<file path="config.mk">
export PLATFORM = sky130hd
export DESIGN_NAME = c7bicu
export DESIGN_NICKNAME = d
export VERILOG_FILES = /design/src/rtl/c7bicu.sv
export SDC_FILE = /design/constraint.sdc
export NUM_CORES = 1
export LEC_CHECK = 0
export ABC_AREA = 1
export ABC_CLOCK_PERIOD_IN_PS = 4500
export CAP_MARGIN = 20
export CORE_ASPECT_RATIO = 1.75
export CORE_MARGIN = 3
export CORE_UTILIZATION = 29
export DETAILED_ROUTE_END_ITERATION = 16
export PLACE_DENSITY = 0.62
export SLEW_MARGIN = 20
export SYNTH_ARGS = -nofsm -noshare
export SYNTH_HDL_FRONTEND = slang
export SYNTH_SLANG_ARGS = --single-unit
export TNS_END_PERCENT = 5
</file>
<file path="constraint.sdc">
create_clock -name clk -period 4.5 [get_ports clk]
set_clock_uncertainty 0.1 [all_clocks]
set_input_delay 0.9 -clock clk [delete_from_list [all_inputs] [get_ports clk]]
set_output_delay 0.9 -clock clk [all_outputs]
set_load 0.01 [all_outputs]
</file>
<file path="src/rtl/c7bicu.sv">
// c7bicu: instruction-fetch bus interface with an optional single-line buffer.
// One fetch is in flight at a time. A line-buffer hit answers one cycle after
// the ack. A miss issues an aligned 8-byte bus read and returns the bus data.
module c7bicu #(
  parameter bit LBUF_EN = 1'b1
) (
  input  logic        clk,
  input  logic        reset,
  input  logic        ifu_icu_req_ic1,
  input  logic [31:0] ifu_icu_addr_ic1,
  output logic        icu_ifu_ack_ic1,
  output logic        icu_ifu_data_valid_ic2,
  output logic [63:0] icu_ifu_data_ic2,
  output logic        icu_biu_req,
  output logic [31:0] icu_biu_addr,
  input  logic        biu_icu_ack,
  input  logic        biu_icu_rvalid,
  input  logic [63:0] biu_icu_rdata,
  input  logic        icu_inv
);

  typedef enum logic [2:0] {
    IDLE     = 3'd0,
    HIT      = 3'd1,
    BUS_REQ  = 3'd2,
    BUS_WAIT = 3'd3,
    RESP     = 3'd4
  } state_t;

  state_t      state_reg;
  state_t      state_next;

  // Line buffer: a single 8-byte line, tagged by address bits [31:3].
  logic        lbuf_vld_reg;
  logic [28:0] lbuf_tag_reg;
  logic [63:0] lbuf_data_reg;

  // Aligned address of the outstanding miss and the data for the next response.
  logic [31:0] req_addr_reg;
  logic [63:0] resp_data_reg;

  logic        hit;
  logic        accept;
  logic        capture;

  // Byte-offset bits of the fetch address play no part in an 8-byte fetch.
  logic        unused_addr_bits;
  assign unused_addr_bits = ^ifu_icu_addr_ic1[2:0];

  // Hit detection, request acceptance and bus-data capture qualifiers.
  always_comb begin
    hit     = LBUF_EN & lbuf_vld_reg & ~icu_inv
              & (lbuf_tag_reg == ifu_icu_addr_ic1[31:3]);
    // Reset gating keeps the ack low while reset is held, even though the
    // state register already reads IDLE.
    accept  = ifu_icu_req_ic1 & (state_reg == IDLE) & ~reset;
    // Bus data is taken either together with the bus ack or later in BUS_WAIT;
    // rvalid in any other state is a stale beat and is dropped.
    capture = ((state_reg == BUS_REQ) & biu_icu_ack & biu_icu_rvalid)
              | ((state_reg == BUS_WAIT) & biu_icu_rvalid);
  end

  // Next-state and output decode.
  always_comb begin
    state_next             = state_reg;
    icu_ifu_ack_ic1        = accept;
    icu_ifu_data_valid_ic2 = 1'b0;
    icu_ifu_data_ic2       = 64'h0;
    icu_biu_req            = 1'b0;
    icu_biu_addr           = 32'h0;
    case (state_reg)
      IDLE: begin
        if (accept) begin
          state_next = hit ? HIT : BUS_REQ;
        end
      end
      HIT: begin
        icu_ifu_data_valid_ic2 = 1'b1;
        icu_ifu_data_ic2       = resp_data_reg;
        state_next             = IDLE;
      end
      BUS_REQ: begin
        icu_biu_req  = 1'b1;
        icu_biu_addr = req_addr_reg;
        if (biu_icu_ack) begin
          state_next = biu_icu_rvalid ? RESP : BUS_WAIT;
        end
      end
      BUS_WAIT: begin
        if (biu_icu_rvalid) begin
          state_next = RESP;
        end
      end
      RESP: begin
        icu_ifu_data_valid_ic2 = 1'b1;
        icu_ifu_data_ic2       = resp_data_reg;
        state_next             = IDLE;
      end
      default: begin
        state_next = IDLE;
      end
    endcase
  end

  // State register; reset abandons any transaction in progress.
  always_ff @(posedge clk) begin
    if (reset) begin
      state_reg <= IDLE;
    end else begin
      state_reg <= state_next;
    end
  end

  // Latch the aligned miss address when a missing request is accepted.
  always_ff @(posedge clk) begin
    if (reset) begin
      req_addr_reg <= 32'h0;
    end else if (accept && !hit) begin
      req_addr_reg <= {ifu_icu_addr_ic1[31:3], 3'b000};
    end
  end

  // Response data: a copy of the line buffer on a hit, the bus beat on a miss.
  always_ff @(posedge clk) begin
    if (reset) begin
      resp_data_reg <= 64'h0;
    end else if (accept && hit) begin
      resp_data_reg <= lbuf_data_reg;
    end else if (capture) begin
      resp_data_reg <= biu_icu_rdata;
    end
  end

  // Line buffer fill and invalidate; an invalidate in the fill cycle wins,
  // so the filled line is left invalid but the data is still returned.
  always_ff @(posedge clk) begin
    if (reset) begin
      lbuf_vld_reg  <= 1'b0;
      lbuf_tag_reg  <= 29'h0;
      lbuf_data_reg <= 64'h0;
    end else if (capture) begin
      lbuf_vld_reg  <= LBUF_EN & ~icu_inv;
      lbuf_tag_reg  <= req_addr_reg[31:3];
      lbuf_data_reg <= biu_icu_rdata;
    end else if (icu_inv) begin
      lbuf_vld_reg  <= 1'b0;
    end
  end

  // Response pulses are always single-cycle.
  a_single_pulse: assert property (@(posedge clk) disable iff (reset)
    icu_ifu_data_valid_ic2 |=> !icu_ifu_data_valid_ic2);

  // The bus address is quiet whenever no bus request is presented.
  a_quiet_bus_addr: assert property (@(posedge clk) disable iff (reset)
    !icu_biu_req |-> (icu_biu_addr == 32'h0));

  // A fetch can only be acked while no bus read is being requested.
  a_ack_not_busy: assert property (@(posedge clk) disable iff (reset)
    icu_ifu_ack_ic1 |-> !icu_biu_req);

endmodule
</file>
==> metrics <==
Layout Utilization=0.387; Crit. End Element=output port; drt pass-1 iters=5; Fin. Hold Viols=0; register area share after synthesis=0.424; vias per cell=4.63; Flop pwr share=0.470; number of routed nets with antenna violations=0; vias in the first global route=8,462; Startpoint Class=flop; top-area cell type share of the netlist area=0.424; critical path arrival=2820 ps; CP startpoint=state_reg[0]; FF-to-FF setup slack=2120 ps; EDFF count, synth=0; hold crit path type=reg -> reg; fmax=0.262 GHz; I/O Buffers=194; area leader, netlist=dfxtp_1; via count=8,727; Leakage=4.29 nW; Final Slew Violations=0; Hold Path Stages=2; Synth Instances=1,354; Remaining Overflow, GRT=0; Root Driver=clkbuf_16; status=finished, final reports clean; die area=0.0331 mm^2; total wire length=26,600 um; Warnings, synthesis=0; Multi-input gate area=0.00390 mm^2; Cell Count, Final, Fillers Out=1,885; Slew headroom=0.505; Clk pwr share=0.406; detailed placement HPWL=17,400 um; leading cell type in the layout, fill and taps excluded=nand2_1; Pint=2.80 mW; Nets=1,586; post-route clock period utilization=0.850; flops & latches, synth=190; peak supply drop=0.000276 V; Reg2Reg Depth=13; Slew @ Worst Pin=743 ps; pwr dens=329 mW/mm^2; Placer Congestion=0.786; Area Growth Syn to Fin=30.5%; synth top area cells=dfxtp_1 42%, nand2_1 14%, a21oi_1 8.9%, inv_1 8.3%, nand3_1 5.5%; Comb power frac=0.124; Avg Cell Area, Syn=6.62 um^2; # resized after CTS=0; Core Box Area=0.0303 mm^2; crit path capture=icu_ifu_data_ic2[32]; first-pass GRT wire length=42,900 um; Die Wd=139 um; DR iter-0 viols=521; clock-pin slew on the worst setup and hold paths=70 ps; DR DRC count=0; # H-tree levels=4; number of CTS-inserted buffers=17; FILL cells=3,226; # Max-Cap Violations=0; layout cells sized above 1=0.0521; Main synth FF type=dfxtp_1; Die H=239 um; Switching Fraction=0.273; wire per inst=14.1 um; Cell variety after synth=22; Post-CTS Setup Bufs=0; Crit Path Class=reg -> out; CP Max Fanout=43; most frequent cells in the layout=340 x nand2_1, 198 x inv_1, 193 x clkdlybuf4s50_1; Worst Path Required=3500 ps; register area=0.00380 mm^2; Crit Reg-Reg Startpoint=lbuf_tag_reg[17]; R2R Path End=req_addr_reg[3]; Clock Path Buffers=2; Clock Sinks=190; FFs w/ async S/R, synth=0; num rows=84; Starting Density=0.296; pin count of the biggest net entering global routing=164; count of hold-fix buffers inserted at cts=0; # IOs=201; All-Layer GR Usage=0.160; Placed Instances=1,852; area of the mapped netlist=0.00896 mm^2; worst skew pair latency=450 ps; Tmin final=3820 ps; initial antenna violation count=2; RSZ-0062 raised after global routing=false; Switching Power=1.05 mW; CTS tree=built; setup TNS=0 ps; final setup fails=0
-- routing by layer --
layer / wire [um] / vias to the layer above / GRT usage
li1: - / 4502 / -
met1: 10800 / 3974 / 0.174
met2: 13700 / 204 / 0.293
met3: 1200 / 45 / 0.0362
met4: 956 / 2 / 0.0733
met5: 13 / - / 0
-- cells in the mapped netlist, types with 2 or more instances --
| cell type | instances |
|---|---|
| xor2_1 | 3 |
| nand3_2 | 9 |
| clkbuf_1 | 48 |
| o211ai_1 | 2 |
| inv_1 | 198 |
| buf_2 | 36 |
| inv_2 | 13 |
| nand4_1 | 65 |
| nor2_2 | 2 |
| buf_1 | 6 |
| o21ai_0 | 41 |
| a21oi_1 | 160 |
| nand2_1 | 340 |
| nand3_1 | 99 |
| buf_6 | 7 |
| xnor2_1 | 6 |
| nor2_1 | 110 |
| o21ai_1 | 11 |
| dfxtp_1 | 190 |
| buf_4 | 6 |
-- layout make-up --
| type | instances | area share |
|---|---|---|
| clock buffers | 17 | 0.0364 |
| clock inverters | 15 | 0.0151 |
| multi-input cells | 852 | 0.334 |
| diodes | 1 | 0.000214 |
| well taps | 387 | 0.0414 |
| repair buffers | 212 | 0.181 |
| inverters | 211 | 0.0677 |
| flip-flops and latches | 190 | 0.325 |
-- through the flow --
| step | total power [mW] | cell area, um^2 | hold slack (ps) | worst slack [ps] |
|---|---|---|---|---|
| 2_1_floorplan | 2.12 | 8970 | 335 | 1670 |
| 3_3_place_gp | 2.32 | 11100 | 344 | 1060 |
| 3_5_place_dp | 2.33 | 11100 | 350 | 1050 |
| 4_1_cts | 3.93 | 11700 | 362 | 560 |
| 5_1_grt | 4.04 | 11700 | 377 | 489 |
| 6_report | 3.85 | 11700 | 359 | 677 |
-- cells by family after synthesis --
group,synth area share
other,0.000418
DFF,0.424
AOI/OAI and AO/OA,0.120
xor gates and xnor gates,0.00879
buffers and inverters,0.145
and+or+nand+nor,0.302
-- critical path, stage by stage (launching register included) --
cell             delay, ps
dfxtp_1                370
nor2_1                  50
inv_1                  150
nand3_2                460
buf_4                  480
nor2_1                 260
clkdlybuf4s50_1        580
-- how the worst min path moves through the flow --
| stage | end | start |
|---|---|---|
| global route | lbuf_data_reg[17] | lbuf_data_reg[17] |
| CTS | lbuf_tag_reg[27] | lbuf_tag_reg[27] |
| finish | lbuf_tag_reg[27] | lbuf_tag_reg[27] |
| global placement | lbuf_tag_reg[27] | lbuf_tag_reg[27] |
| floorplan | lbuf_tag_reg[27] | lbuf_tag_reg[27] |
| detailed placement | lbuf_tag_reg[27] | lbuf_tag_reg[27] |
-- power groups by stage --
| stage | clock (mW) | sequential, mW | combinational [mW] |
|---|---|---|---|
| 3_3_place_gp | 0 | 1.85 | 0.479 |
| 3_5_place_dp | 0 | 1.85 | 0.484 |
| 2_1_floorplan | 0 | 1.84 | 0.284 |
| 5_1_grt | 1.69 | 1.82 | 0.534 |
| 4_1_cts | 1.63 | 1.81 | 0.486 |
| 6_report | 1.57 | 1.81 | 0.477 |
Note: power is estimated with default switching activity, not from simulation.
